`src/rtl/laser_uart_link.sv`:
```
`default_nettype none
`timescale 1ns / 1ps
// ============================================================================
// Module   : laser_uart_link
// Purpose  : UART 8N1 bridge to the external laser controller. The TX side
//            queues 32-bit command words and sends each as 4 bytes, MSB byte
//            first. The RX side delivers received bytes with a frame-last
//            marker that is raised after an idle gap on the line.
// Revision : 1.0 - initial release
// ============================================================================
module laser_uart_link #(
    parameter int CLK_FREQ      = 100_000_000,
    parameter int BAUD          = 9600,
    parameter int TX_FIFO_DEPTH = 4,
    parameter int RX_IDLE_BITS  = 20
) (
    input  logic        clk_i,
    input  logic        rst_n,
    input  logic [31:0] laser_tx_data_i,
    input  logic        laser_tx_vld_i,
    output logic [7:0]  laser_rx_data_o,
    output logic        laser_rx_vld_o,
    output logic        laser_rx_last_o,
    input  logic        LASER_UART_RXD,
    output logic        LASER_UART_TXD
);

    // ------------------------------------------------------------------
    // Derived constants
    // ------------------------------------------------------------------
    localparam int c_BIT_CNT  = CLK_FREQ / BAUD;
    localparam int c_CNT_W    = $clog2(c_BIT_CNT + 1);
    localparam int c_IDLE_CNT = RX_IDLE_BITS * c_BIT_CNT;
    localparam int c_IDLE_W   = $clog2(c_IDLE_CNT + 1);
    localparam int c_PTR_W    = (TX_FIFO_DEPTH > 1) ? $clog2(TX_FIFO_DEPTH) : 1;
    localparam int c_FCNT_W   = $clog2(TX_FIFO_DEPTH + 1);

    localparam logic [c_CNT_W-1:0]  c_BIT_LAST  = c_CNT_W'(c_BIT_CNT - 1);
    localparam logic [c_CNT_W-1:0]  c_HALF_LAST = c_CNT_W'(c_BIT_CNT / 2 - 1);
    localparam logic [c_CNT_W-1:0]  c_CNT_ONE   = c_CNT_W'(1);
    localparam logic [c_IDLE_W-1:0] c_IDLE_LAST = c_IDLE_W'(c_IDLE_CNT - 1);
    localparam logic [c_IDLE_W-1:0] c_IDLE_ONE  = c_IDLE_W'(1);
    localparam logic [c_PTR_W-1:0]  c_PTR_LAST  = c_PTR_W'(TX_FIFO_DEPTH - 1);
    localparam logic [c_PTR_W-1:0]  c_PTR_ONE   = c_PTR_W'(1);
    localparam logic [c_FCNT_W-1:0] c_FIFO_FULL = c_FCNT_W'(TX_FIFO_DEPTH);
    localparam logic [c_FCNT_W-1:0] c_FCNT_ONE  = c_FCNT_W'(1);

    typedef enum logic [2:0] {
        TX_IDLE  = 3'd0,
        TX_START = 3'd1,
        TX_DATA  = 3'd2,
        TX_STOP  = 3'd3,
        TX_NEXT  = 3'd4
    } tx_state_t;

    typedef enum logic [1:0] {
        RX_IDLE  = 2'd0,
        RX_START = 2'd1,
        RX_DATA  = 2'd2,
        RX_STOP  = 2'd3
    } rx_state_t;

    // ------------------------------------------------------------------
    // TX command FIFO
    // ------------------------------------------------------------------
    logic [31:0]         r_fifo_mem [TX_FIFO_DEPTH];
    logic [c_PTR_W-1:0]  r_wr_ptr;
    logic [c_PTR_W-1:0]  r_rd_ptr;
    logic [c_FCNT_W-1:0] r_fifo_cnt;
    tx_state_t           r_tx_state;

    logic w_fifo_full;
    logic w_fifo_empty;
    logic w_fifo_wr;
    logic w_fifo_rd;

    assign w_fifo_full  = (r_fifo_cnt == c_FIFO_FULL);
    assign w_fifo_empty = (r_fifo_cnt == '0);
    // Writes into a full FIFO are silently dropped.
    assign w_fifo_wr    = laser_tx_vld_i && !w_fifo_full;
    // The TX FSM pops exactly when it leaves IDLE.
    assign w_fifo_rd    = (r_tx_state == TX_IDLE) && !w_fifo_empty;

    // Storage array; no reset needed since occupancy is tracked separately.
    always_ff @(posedge clk_i) begin
        if (w_fifo_wr) begin
            r_fifo_mem[r_wr_ptr] <= laser_tx_data_i;
        end
    end

    // Pointer and occupancy bookkeeping; push and pop may coincide.
    always_ff @(posedge clk_i or negedge rst_n) begin
        if (!rst_n) begin
            r_wr_ptr   <= '0;
            r_rd_ptr   <= '0;
            r_fifo_cnt <= '0;
        end else begin
            if (w_fifo_wr) begin
                r_wr_ptr <= (r_wr_ptr == c_PTR_LAST) ? '0 : r_wr_ptr + c_PTR_ONE;
            end
            if (w_fifo_rd) begin
                r_rd_ptr <= (r_rd_ptr == c_PTR_LAST) ? '0 : r_rd_ptr + c_PTR_ONE;
            end
            case ({w_fifo_wr, w_fifo_rd})
                2'b10:   r_fifo_cnt <= r_fifo_cnt + c_FCNT_ONE;
                2'b01:   r_fifo_cnt <= r_fifo_cnt - c_FCNT_ONE;
                default: r_fifo_cnt <= r_fifo_cnt;
            endcase
        end
    end

    // ------------------------------------------------------------------
    // TX serialiser
    // ------------------------------------------------------------------
    logic [31:0]        r_tx_word;
    logic [6:0]         r_tx_sh;
    logic [2:0]         r_tx_bit;
    logic [1:0]         r_tx_idx;
    logic [c_CNT_W-1:0] r_tx_cnt;
    logic               r_txd;

    // TX FSM with registered line output. The start bit of a following byte
    // is driven from the last stop-bit clock so NEXT costs no line time.
    always_ff @(posedge clk_i or negedge rst_n) begin
        if (!rst_n) begin
            r_tx_state <= TX_IDLE;
            r_tx_word  <= '0;
            r_tx_sh    <= '0;
            r_tx_bit   <= '0;
            r_tx_idx   <= '0;
            r_tx_cnt   <= '0;
            r_txd      <= 1'b1;
        end else begin
            case (r_tx_state)
                TX_IDLE: begin
                    r_txd <= 1'b1;
                    if (!w_fifo_empty) begin
                        r_tx_word  <= r_fifo_mem[r_rd_ptr];
                        r_tx_idx   <= 2'd3;
                        r_tx_cnt   <= '0;
                        r_txd      <= 1'b0;
                        r_tx_state <= TX_START;
                    end
                end
                TX_START: begin
                    if (r_tx_cnt == c_BIT_LAST) begin
                        r_tx_cnt   <= '0;
                        r_tx_bit   <= '0;
                        r_txd      <= r_tx_word[24];
                        r_tx_sh    <= r_tx_word[31:25];
                        r_tx_state <= TX_DATA;
                    end else begin
                        r_tx_cnt <= r_tx_cnt + c_CNT_ONE;
                    end
                end
                TX_DATA: begin
                    if (r_tx_cnt == c_BIT_LAST) begin
                        r_tx_cnt <= '0;
                        if (r_tx_bit == 3'd7) begin
                            r_txd      <= 1'b1;
                            r_tx_state <= TX_STOP;
                        end else begin
                            r_tx_bit <= r_tx_bit + 3'd1;
                            r_txd    <= r_tx_sh[0];
                            r_tx_sh  <= {1'b0, r_tx_sh[6:1]};
                        end
                    end else begin
                        r_tx_cnt <= r_tx_cnt + c_CNT_ONE;
                    end
                end
                TX_STOP: begin
                    if (r_tx_cnt == c_BIT_LAST) begin
                        r_tx_cnt   <= '0;
                        r_txd      <= (r_tx_idx == 2'd0);
                        r_tx_state <= TX_NEXT;
                    end else begin
                        r_tx_cnt <= r_tx_cnt + c_CNT_ONE;
                    end
                end
                TX_NEXT: begin
                    if (r_tx_idx != 2'd0) begin
                        r_tx_idx   <= r_tx_idx - 2'd1;
                        r_tx_word  <= {r_tx_word[23:0], 8'h00};
                        r_tx_cnt   <= c_CNT_ONE;
                        r_tx_state <= TX_START;
                    end else begin
                        r_tx_state <= TX_IDLE;
                    end
                end
                default: begin
                    r_txd      <= 1'b1;
                    r_tx_state <= TX_IDLE;
                end
            endcase
        end
    end

    assign LASER_UART_TXD = r_txd;

    // ------------------------------------------------------------------
    // RX deserialiser
    // ------------------------------------------------------------------
    logic               r_rxd_meta;
    logic               r_rxd_sync;
    logic               r_rxd_prev;
    rx_state_t          r_rx_state;
    logic [c_CNT_W-1:0] r_rx_cnt;
    logic [2:0]         r_rx_bit;
    logic [7:0]         r_rx_sh;
    logic               r_rx_ferr;
    logic               r_rx_good;
    logic               w_rx_fall;

    // Two-flop synchroniser plus one delay stage for edge detection.
    always_ff @(posedge clk_i or negedge rst_n) begin
        if (!rst_n) begin
            r_rxd_meta <= 1'b1;
            r_rxd_sync <= 1'b1;
            r_rxd_prev <= 1'b1;
        end else begin
            r_rxd_meta <= LASER_UART_RXD;
            r_rxd_sync <= r_rxd_meta;
            r_rxd_prev <= r_rxd_sync;
        end
    end

    assign w_rx_fall = r_rxd_prev && !r_rxd_sync;

    // RX FSM: mid-bit sampling; r_rx_good pulses once per byte with a valid
    // stop bit. After a framing error it parks in STOP until the line is high.
    always_ff @(posedge clk_i or negedge rst_n) begin
        if (!rst_n) begin
            r_rx_state <= RX_IDLE;
            r_rx_cnt   <= '0;
            r_rx_bit   <= '0;
            r_rx_sh    <= '0;
            r_rx_ferr  <= 1'b0;
            r_rx_good  <= 1'b0;
        end else begin
            r_rx_good <= 1'b0;
            case (r_rx_state)
                RX_IDLE: begin
                    r_rx_ferr <= 1'b0;
                    if (w_rx_fall) begin
                        r_rx_cnt   <= '0;
                        r_rx_state <= RX_START;
                    end
                end
                RX_START: begin
                    if (r_rx_cnt == c_HALF_LAST) begin
                        r_rx_cnt <= '0;
                        r_rx_bit <= '0;
                        r_rx_state <= r_rxd_sync ? RX_IDLE : RX_DATA;
                    end else begin
                        r_rx_cnt <= r_rx_cnt + c_CNT_ONE;
                    end
                end
                RX_DATA: begin
                    if (r_rx_cnt == c_BIT_LAST) begin
                        r_rx_cnt <= '0;
                        r_rx_sh  <= {r_rxd_sync, r_rx_sh[7:1]};
                        if (r_rx_bit == 3'd7) begin
                            r_rx_state <= RX_STOP;
                        end else begin
                            r_rx_bit <= r_rx_bit + 3'd1;
                        end
                    end else begin
                        r_rx_cnt <= r_rx_cnt + c_CNT_ONE;
                    end
                end
                RX_STOP: begin
                    if (r_rx_ferr) begin
                        if (r_rxd_sync) begin
                            r_rx_state <= RX_IDLE;
                        end
                    end else if (r_rx_cnt == c_BIT_LAST) begin
                        r_rx_cnt <= '0;
                        if (r_rxd_sync) begin
                            r_rx_good  <= 1'b1;
                            r_rx_state <= RX_IDLE;
                        end else begin
                            r_rx_ferr <= 1'b1;
                        end
                    end else begin
                        r_rx_cnt <= r_rx_cnt + c_CNT_ONE;
                    end
                end
                default: r_rx_state <= RX_IDLE;
            endcase
        end
    end

    // ------------------------------------------------------------------
    // RX framing: one byte is held back so the last byte of a frame can be
    // tagged once the line has been idle long enough.
    // ------------------------------------------------------------------
    logic [7:0]          r_pend_byte;
    logic                r_pend;
    logic [c_IDLE_W-1:0] r_idle_cnt;
    logic [7:0]          r_rx_data;
    logic                r_rx_vld;
    logic                r_rx_last;

    // Holding register, idle timer and output strobes.
    always_ff @(posedge clk_i or negedge rst_n) begin
        if (!rst_n) begin
            r_pend_byte <= '0;
            r_pend      <= 1'b0;
            r_idle_cnt  <= '0;
            r_rx_data   <= '0;
            r_rx_vld    <= 1'b0;
            r_rx_last   <= 1'b0;
        end else begin
            r_rx_vld  <= 1'b0;
            r_rx_last <= 1'b0;
            if (r_rx_good) begin
                if (r_pend) begin
                    r_rx_data <= r_pend_byte;
                    r_rx_vld  <= 1'b1;
                end
                r_pend_byte <= r_rx_sh;
                r_pend      <= 1'b1;
                r_idle_cnt  <= '0;
            end else if ((r_rx_state == RX_IDLE) && w_rx_fall) begin
                r_idle_cnt <= '0;
            end else if (r_pend && (r_rx_state == RX_IDLE)) begin
                if (r_idle_cnt == c_IDLE_LAST) begin
                    r_rx_data  <= r_pend_byte;
                    r_rx_vld   <= 1'b1;
                    r_rx_last  <= 1'b1;
                    r_pend     <= 1'b0;
                    r_idle_cnt <= '0;
                end else begin
                    r_idle_cnt <= r_idle_cnt + c_IDLE_ONE;
                end
            end
        end
    end

    assign laser_rx_data_o = r_rx_data;
    assign laser_rx_vld_o  = r_rx_vld;
    assign laser_rx_last_o = r_rx_last;

endmodule
`default_nettype wire

```
`config.mk`:
```
export PLATFORM = sky130hd
export DESIGN_NAME = laser_uart_link
export DESIGN_NICKNAME = d
export VERILOG_FILES = /design/src/rtl/laser_uart_link.sv
export SDC_FILE = /design/constraint.sdc
export NUM_CORES = 1
export LEC_CHECK = 0
export BUFFER_PORTS_ARGS = -buffer_cell sky130_fd_sc_hd__buf_2
export CORE_ASPECT_RATIO = 1.5
export CORE_MARGIN = 8
export CORE_UTILIZATION = 35
export CTS_CLUSTER_DIAMETER = 30
export DETAILED_ROUTE_END_ITERATION = 8
export GPL_TIMING_DRIVEN = 1
export SYNTH_ARGS = -nofsm -noshare
export SYNTH_HDL_FRONTEND = slang
export SYNTH_SLANG_ARGS = --single-unit
```
`constraint.sdc`:
```
create_clock -name clk_i -period 4.2 [get_ports clk_i]
set_input_delay 0.84 -clock clk_i [delete_from_list [all_inputs] [get_ports clk_i]]
set_output_delay 0.84 -clock clk_i [all_outputs]
set_load 0.01 [all_outputs]
```
==> Word-level counts from Yosys, hierarchy flattened <==
Memories as Yosys holds them, arrays and structs flattened.
Index checks and enable logic that the tools add are counted.
{ "totals": {"latchBits": 0, "mem_bits_rw": 128, "output_inout_bits": 11, "regBits": 138, "memories": 1, "wordCells": 186, "mem_bits_ro": 0} }
{ "classes": {"shift": 0, "n_reduce_logical": 34, "order_cmp": 0, "n_mul": 0, "n_mux": 81, "n_div": 0, "n_bitwise": 1, "n_eq_ne": 34, "add_sub_neg": 10} }
{ "memory_table": {"columns": ["name", "words", "width", "rd", "rd_ports_with_merged_regs", "write_ports", "line", "source"], "rows": [
  ["r_fifo_mem", 4, 32, 1, 0, 1, "66", "logic [31:0] r_fifo_mem [TX_FIFO_DEPTH];"]
]} }
{ "ops": {"columns": ["op", "n"], "rows": [
  ["14-bit two-way mux", 7],
  ["18-bit two-way mux", 4],
  ["32-bit two-way mux", 2],
  ["32-bit case mux with 2 select lines", 1],
  ["14-bit case mux with 4 select lines", 1],
  ["14-bit case mux with 3 select lines", 1],
  ["8-bit two-way mux", 5],
  ["3-bit two-way mux", 11],
  ["14-bit by 1-bit adder with 14-bit output (second input constant)", 2],
  ["14-bit equality test (second input constant)", 2],
  ["2-bit != test (second input constant)", 14],
  ["1-bit two-way mux", 25],
  ["2-bit two-way mux", 12],
  ["7-bit two-way mux", 3],
  ["18-bit by 1-bit adder with 18-bit output (second input constant)", 1],
  ["18-bit equality test (second input constant)", 1],
  ["3-bit case mux with 2 select lines", 3],
  ["4-bit AND reduction", 4],
  ["2-bit nonzero test", 8],
  ["3-bit case mux with 5 select lines", 1],
  ["14-bit by 13-bit equality test with 1-bit output (second input constant)", 1],
  ["7-bit case mux with 2 select lines", 1],
  ["3-bit equality test (second input constant)", 4],
  ["2-bit equality test (second input constant)", 5],
  ["23 further kinds", 41]
]} }

==> Longest topological paths before layout <==
Gate-level depths: netlist of run 1.
{ "logic_depth": {"ltp_word": 5, "mapped_depth": 10} }

==> Least setup slack after synthesis of run 1 <==
Ideal clock, no wire load.
{ "synth_timing": {"path_type": "in2reg", "from": "input laser_tx_vld_i", "to": "memory r_fifo_mem[3][0] (enable)", "arrival_time_ns": 2.040, "path_slack_ns": 1.768, "path_stages": 3, "t_required_ns": 3.808, "setup_ns": 0.392, "path_cell_list": "inv_1 a31oi_1 and2_1"} }
{ "synth_between": {"elab_chain_cells": 3} }
{ "synth_rtl": {"columns": ["item", "line", "source"], "rows": [
  ["start: declaration", "20", "input logic laser_tx_vld_i,"],
  ["1-bit logical AND", "80", "assign w_fifo_wr = laser_tx_vld_i && !w_fifo_full;"],
  ["1-bit two-way mux", "86", "if (w_fifo_wr) begin"],
  ["1-bit two-way mux (not written as such)", "87", "r_fifo_mem[r_wr_ptr] <= laser_tx_data_i;"],
  ["end: declaration", "66", null]
]} }
No other way between the ends.

==> Worst setup path in the final report of run 1 <==
{ "layout_timing": {"from": "register r_tx_state[0]", "to": "register r_fifo_cnt[2]"} }
{ "layout_between": {"elab_chain_cells": 4, "elab_cells_between_ends": 6} }
{ "layout_rtl": {"columns": ["item", "line", "source"], "rows": [
  ["start: declaration", "70", "tx_state_t r_tx_state;"],
  ["start signal: assignment", "126", "r_tx_state <= TX_IDLE;"],
  ["start signal: assignment", "142", "r_tx_state <= TX_START;"],
  ["start signal: assignment", "151", "r_tx_state <= TX_DATA;"],
  ["3-bit logical NOT (*)", "82", "assign w_fifo_rd = (r_tx_state == TX_IDLE) && !w_fifo_empty;"],
  ["1-bit logical AND (*)", "82", null],
  ["2-bit by 1-bit equality test with 1-bit output / 2-bit equality test (equally long branches)", "104", "case ({w_fifo_wr, w_fifo_rd})"],
  ["3-bit case mux with 2 select lines / 2-bit nonzero test (equally long branches)", null, null],
  ["end signal: assignment", "105", "2'b10: r_fifo_cnt <= r_fifo_cnt + c_FCNT_ONE;"],
  ["end signal: assignment", "106", "2'b01: r_fifo_cnt <= r_fifo_cnt - c_FCNT_ONE;"],
  ["end signal: assignment", "107", "default: r_fifo_cnt <= r_fifo_cnt;"],
  ["end: declaration", "69", "logic [c_FCNT_W-1:0] r_fifo_cnt;"]
]} }
Mark *: on every way between the ends. The rest lies on a longest branch, timed or not.
A chain may end at the register's enable or synchronous reset.

==> results of run 1 <==
[placed cells by master (no fill, tap or decap), drive strengths merged, types with 4 or more instances in the layout]
| master | netlist | final |
|---|---|---|
| dfrtp | 134 | 134 |
| edfxtp | 128 | 128 |
| nand2 | 68 | 68 |
| buf | 22 | 55 |
| clkbuf | 15 | 50 |
| o21ai | 49 | 49 |
| nor2 | 37 | 37 |
| inv | 21 | 37 |
| mux2i | 35 | 35 |
| mux4 | 32 | 32 |
| nand3 | 30 | 30 |
| mux2 | 29 | 29 |
| a21oi | 22 | 22 |
| ha | 19 | 19 |
| a22o | 13 | 13 |
| xor2 | 13 | 13 |
| nand2b | 12 | 12 |
| and3 | 11 | 11 |
| a31oi | 10 | 10 |
| clkinv | 0 | 10 |
| nand4 | 9 | 9 |
| and2 | 8 | 8 |
| clkinvlp | 0 | 8 |
| nor4 | 8 | 8 |
| xnor2 | 7 | 7 |
| nor3 | 6 | 6 |
| and4 | 5 | 5 |
| a21o | 5 | 5 |
| dfstp | 4 | 4 |
| nand4bb | 4 | 4 |
| nor2b | 4 | 4 |
| nor3b | 4 | 4 |
| o21bai | 4 | 4 |
| o311ai | 4 | 4 |
| bufinv | 0 | 4 |
| o22ai | 4 | 4 |
| or3b | 4 | 4 |
[flip-flops by register name (all words and copies together), names as in the netlist, 7 cells and up, named ones only]
name and flops:
r_pend_byte 8, r_tx_sh 7, r_tx_cnt 14, r_idle_cnt 18, laser_rx_data_o 8, r_fifo_mem 128, r_tx_word 32, r_rx_cnt 14
r_rx_sh 8
[per-layer routing]
metal,track usage (%),wire length [um]
met5,0,0
met4,4.964,553
met1,12.93,8857
met2,19.99,11170
met3,2.677,888
[per-stage QoR]
step | setup slack, ns | area, um2
after floorplan | 1.768 | 11390
after global placement | 1.566 | 12070
after detailed placement | 1.450 | 12070
after CTS | 1.434 | 13730
after global routing | 1.260 | 13730
final | 1.486 | 13730
[area by class of cell]
cell class	instances	area (um2)	share of cell area, %
Tap cell	415	519.2	3.781
Timing Repair Buffer	55	316.6	2.305
Clock inverter	38	446.7	3.253
Multi-Input combinational cell	483	3849	28.03
Clock buffer	50	1219	8.875
Sequential cell	266	7303	53.18
Inverter	21	78.83	0.5740
[how the worst max path moves through the flow]
| stage | from | slack (ns) | endpoint | cells past startpoint |
|---|---|---|---|---|
| 5_1_grt | r_fifo_cnt[0] | 1.26 | r_tx_idx[1] | 5 |
| 4_1_cts | r_fifo_cnt[0] | 1.43 | r_tx_idx[1] | 5 |
| 3_5_place_dp | r_fifo_cnt[0] | 1.45 | r_tx_idx[1] | 5 |
| 3_3_place_gp | r_tx_state[0] | 1.57 | r_fifo_cnt[2] | 8 |
| 2_1_floorplan | laser_tx_vld_i | 1.77 | r_fifo_mem[3][0] | 3 |
| 6_report | r_tx_state[0] | 1.49 | r_fifo_cnt[2] | 8 |
[synthesized netlist by cell type (all sizes together), types with 3 or more instances]
| master | instances | area share, % |
|---|---|---|
| dfrtp | 134 | 29 |
| edfxtp | 128 | 34 |
| nand2 | 68 | 2.2 |
| o21ai | 49 | 2.2 |
| nor2 | 37 | 1.2 |
| mux2i | 35 | 3.1 |
| mux4 | 32 | 6.3 |
| nand3 | 30 | 1.3 |
| mux2 | 29 | 3.1 |
| a21oi | 22 | 0.97 |
| buf | 22 | 0.97 |
| inv | 21 | 0.69 |
| ha | 19 | 2.1 |
| clkbuf | 15 | 0.49 |
| a22o | 13 | 1.0 |
| xor2 | 13 | 1.0 |
| nand2b | 12 | 0.66 |
| and3 | 11 | 0.60 |
| a31oi | 10 | 0.55 |
| nand4 | 9 | 0.49 |
| and2 | 8 | 0.44 |
| nor4 | 8 | 0.68 |
| xnor2 | 7 | 0.54 |
| nor3 | 6 | 0.26 |
| a21o | 5 | 0.33 |
| and4 | 5 | 0.38 |
| dfstp | 4 | 0.92 |
| nand4bb | 4 | 0.40 |
| nor2b | 4 | 0.22 |
| nor3b | 4 | 0.26 |
| o21bai | 4 | 0.26 |
| o22ai | 4 | 0.27 |
| o311ai | 4 | 0.31 |
| or3b | 4 | 0.31 |
| nor4b | 3 | 0.23 |
| o211ai | 3 | 0.20 |
| or4 | 3 | 0.20 |
[cell families after synthesis]
kind of cell	after synthesis
flops	266
buf+inv	58
fa+ha+maj	20
xor+xnor	20
compound gates	123
mux	96
simple gates	224
[worst max-delay path: stages, from the launching register on]
cell and delay [ns]:
dfrtp_1 0.48, nor3_1 0.48, and2b_1 0.54, ha_1 0.29
inv_1 0.06, fa_1 0.37, xor2_1 0.15, nor2_1 0.11
xor2_1 0.15
[power by group through the flow]
stage	registers (uW)	clock network (uW)	logic, uW
detailed placement	3590	0	1890
finish	3530	3880	1850
CTS	3540	3990	1900
floorplan	3430	0	1500
global route	3590	4100	2080
global placement	3570	0	1870
==> results.ini, run 1 <==
[power_and_ir_drop]
p_seq_share_pct=38.1
total_power_uw=9260
p_leak_uw=0.005637
peakVddDrop_mv=0.3981
clockPowerShare_pct=41.9
p_sw_uw=2764
swShare_pct=29.85
power_density_nw_per_um2=674.4
pwr-share-comb_pct=19.9
p_int_uw=6496

[synth]
synthFlopType=dfrtp_1
synth_simple_gate_area_share_pct=10.55
synth_top_family_by_area=multiplexers
synth-compound-area-share_pct=6.845
synth_area_um2=11390
yosysSeqAreaShare_pct=64.12
avgSynthCellArea_um2=14.11
postSynth.asyncResetShare_pct=51.88
synth_xor_area_share_pct=1.538
synth_edf_count=128
yosys_register_bits=266
synth_fp_nets=863
synthAdderAreaFrac_pct=2.263
syn_inst=807
yosys_warnings=0
synth_mux_area_share_pct=12.54
yosysUniqueCellTypes=62

[floorplanning]
fp.coreArea_um2=32330
rows=81
initial_core_util_pct=35.23
ios=47
die_h_um=236.9
die_area_um2=38690
die_w_um=163.3

[setup_path]
critical_path.startpoint_type=flip-flop
reg2reg_from=r_tx_state[0]
setup.worst_path.end_class=flip-flop
worstReg2RegEnd=r_fifo_cnt[2]
r2r_cells=8
r2r_setup_slack_ns=1.49
cp.arrival_ns=3.17
critPathRequiredTime_ns=4.66
crit_type=reg2reg
path_max_fanout=13

[global_routing]
grt_first_pass_wirelength_um=36070
overflow=0
grt_pass1_vias=7044
antenna_found_initial=0
grt_max_degree=95
gr-usage-all-layers_pct=11.42

[route]
drc=0
wl_um=21470
antenna_left=0
dr.pass1.iters=4
wl_per_cell_um=16.16
vias_per_cell=5.000
vias=6640
drt_iter0_drc=278

[sta]
fmax_ghz=0.3685
min_period_over_period_pct=64.61
slew_viol_final=0
hold_viol_final=0
max_slew.worst_pin.slew_ns=1.171
hold_ws_ns=0.3598
rsz0062_at_grt=false
layout_min_cycle_time_ns=2.714
slew-limit-headroom_pct=21.74
tns_ns=0
finalSetupViolations=0
skew_ns=0.02868

[cts]
clockBufferDepth=3
cts_made_buffers=47
root_buffer=clkbuf_16
post_cts_resized=0
holdBufCountCts=0
insertion_delay_ns=0.56
clk_pin_slew_worst_paths_ns=0.05
cts_tree=done
post_cts_buffers=0
clock-sinks=266
htreeDepth=2

[cells_and_area]
fin_cells=1328
utilization_pct=42.47
fill_cells=2902
nets=930
area_growth_pct=20.58
drive_above_1_share_pct=23.77
n_antenna_cell=0

[placed_design]
portBuffers=46
hpwl_um=13510
place.gp.congestion=0.7680
dp.cells=1240

[outcome]
status=finished, final reports clean

[hold_path]
holdPathEnd=r_rxd_sync
min_from=r_rxd_meta
worstHoldPathType=reg2reg
hold_depth=0

[run]
max_cap_viol_count=0

Power figures use the tool's default switching activity.
==> run 2: changes to the inputs <==
==> constraint.sdc (replaced) <==
create_clock -name clk_i -period 2.3 [get_ports clk_i]
set_input_delay 0.46 -clock clk_i [delete_from_list [all_inputs] [get_ports clk_i]]
set_output_delay 0.46 -clock clk_i [all_outputs]
set_load 0.01 [all_outputs]
==> results.ini, run 2 (synthesis results as in run 1) <==
[outcome]
status=finished, final reports clean

[setup_path]
crit_type=reg2reg
cp.arrival_ns=2.54  ; -0.63 ns
path_max_fanout=9  ; -4
setup.worst_path.end_class=flip-flop
critPathRequiredTime_ns=2.73  ; -1.93 ns
critical_path.startpoint_type=flip-flop

[global_routing]
grt_max_degree=62  ; -35%
grt_first_pass_wirelength_um=37030  ; +2.6%
grt_pass1_vias=7196  ; +2.2%
gr-usage-all-layers_pct=11.76  ; +0.35 points
antenna_found_initial=0  ; unchanged
overflow=0  ; unchanged

[placed_design]
place_ws_ns=0.1074  ; -1.342 ns
portBuffers=46  ; unchanged
dp.cells=1269  ; +2.3%
hpwl_um=14070  ; +4.2%
place.gp.congestion=0.7496  ; -2.4%

[power_and_ir_drop]
p_seq_share_pct=36.3  ; -1.8 points
pwr-share-comb_pct=22.0  ; +2.1 points
peakVddDrop_mv=0.8266  ; +110%
clockPowerShare_pct=41.7  ; -0.2 points
p_int_uw=12310  ; +90%
power_density_nw_per_um2=1232  ; +83%
total_power_uw=17400  ; +88%
p_sw_uw=5086  ; +84%
swShare_pct=29.23  ; -0.62 points
p_leak_uw=0.005851  ; +3.8%

[floorplanning]
fp.coreArea_um2=32330  ; unchanged
die_w_um=163.3  ; unchanged
ios=47  ; unchanged
die_h_um=236.9  ; unchanged
rows=81  ; unchanged
initial_core_util_pct=35.23  ; unchanged
die_area_um2=38690  ; unchanged

[cells_and_area]
final_cell_mix=dfrtp_1 (133), edfxtp_1 (128), nand2_1 (68)
fin_cells=1361  ; +2.5%
area_growth_pct=23.97
drive_above_1_share_pct=26.00  ; +2.2 points
largest_reg_flops=128  ; unchanged
n_antenna_cell=0  ; unchanged
layout_commonest_cell=dfrtp_1
reg_top3=r_fifo_mem x128, r_tx_word x32, r_idle_cnt x18
nets=962  ; +3.4%
largest-register=r_fifo_mem
fill_cells=2901  ; -0.034%

[sta]
rsz0062_at_grt=false
finalSetupViolations=0  ; unchanged
skew_ns=0.01818  ; -0.01050 ns
tns_ns=0  ; unchanged
slew-limit-headroom_pct=55.53  ; +34 points
max_slew.worst_pin.slew_ns=0.6620  ; -0.5091 ns
fmax_ghz=0.4737  ; +29%
layout_min_cycle_time_ns=2.111  ; -0.6027 ns
layout_setup_ws_ns=0.1890  ; -1.297 ns
slew_viol_final=0  ; unchanged
min_period_over_period_pct=91.78  ; +27 points
hold_viol_final=0  ; unchanged

[cts]
cts_tree=done
root_buffer=clkbuf_16
clockBufferDepth=3  ; unchanged
cts_made_buffers=48  ; +2.1%
htreeDepth=2  ; unchanged
post_cts_buffers=0  ; unchanged
clock-sinks=266  ; unchanged
insertion_delay_ns=0.56  ; about the same
clk_pin_slew_worst_paths_ns=0.06  ; about the same

[route]
dr.pass1.iters=5  ; +1
wl_met1_um=8680  ; -2.0%
drt_iter0_drc=346  ; +24%
wl_um=21940  ; +2.2%
wl_per_cell_um=16.12  ; -0.27%
vias_per_cell=4.972  ; -0.56%
antenna_left=0  ; unchanged
wl_met3_um=854  ; -3.8%
wl_met2_um=11850  ; +6.1%
vias=6767  ; +1.9%
highest-signal-layer=met4
drc=0  ; unchanged

[run]
max_cap_viol_count=0  ; unchanged

[hold_path]
worstHoldPathType=in2reg

## run 2: worst paths after layout
path | slack [ns] | endpoint | startpoint | cells past startpoint
max | 0.19 | laser_rx_data_o[0] | r_idle_cnt[14] | 6
min | 0.11 | r_fifo_mem[0][19] | laser_tx_data_i[19] | 1
max reg2reg | 0.19 | laser_rx_data_o[0] | r_idle_cnt[14] | 6
min reg2reg | 0.36 | r_rxd_sync | r_rxd_meta | 0
max in group asynchronous | 1.17 | r_rx_cnt[5] | rst_n | 3
min in group asynchronous | 0.46 | laser_rx_data_o[2] | rst_n | 2
## run 2: timing repair
| item | CTS | global route |
|---|---|---|
| resized for setup | 0 | 0 |
| hold buffers | 2 | 0 |
| hold endpoints to repair | 55 | 0 |
| setup endpoints to repair | 0 | 2 |
## run 2: per-stage QoR
step	util (%)	cell area (um2)	hold WS [ns]
global placement	38.36	12400	0.3504
floorplan	-	11390	0.1644
CTS	43.67	14120	0.08638
global route	43.67	14120	0.08873
detailed placement	38.36	12400	0.3499
finish	43.67	14120	0.1103
## run 2: area by class of cell
| class | instances | area, um2 | area share, % |
|---|---|---|---|
| Inverter | 21 | 78.83 | 0.5583 |
| Sequential cell | 266 | 7303 | 51.73 |
| Clock inverter | 39 | 484.2 | 3.430 |
| Multi-Input combinational cell | 483 | 3854 | 27.30 |
| Clock buffer | 51 | 1212 | 8.587 |
| Timing Repair Buffer | 86 | 666.9 | 4.724 |
| Tap cell | 415 | 519.2 | 3.678 |
## run 2: power by group through the flow
stage / logic (uW) / clock network [uW] / registers (uW)
6_report: 3830 / 7250 / 6320
5_1_grt: 4290 / 7640 / 6400
4_1_cts: 3950 / 7400 / 6330
3_5_place_dp: 3920 / 0 / 6400
3_3_place_gp: 3870 / 0 / 6370
2_1_floorplan: 2740 / 0 / 6270
## run 2: layer usage
layer,GRT usage [%],vias up
met5,0,-
met4,4.769,0
met3,2.642,44
met2,21.01,122
met1,13.18,3363
li1,-,3238
## run 2: worst max-delay path, stage by stage, from the launching register on
cell,delay [ns]
dfrtp_1,0.42
or4b_4,0.55
nor4_4,0.19
and3b_2,0.25
a21o_1,0.13
buf_12,0.14
mux2_4,0.30
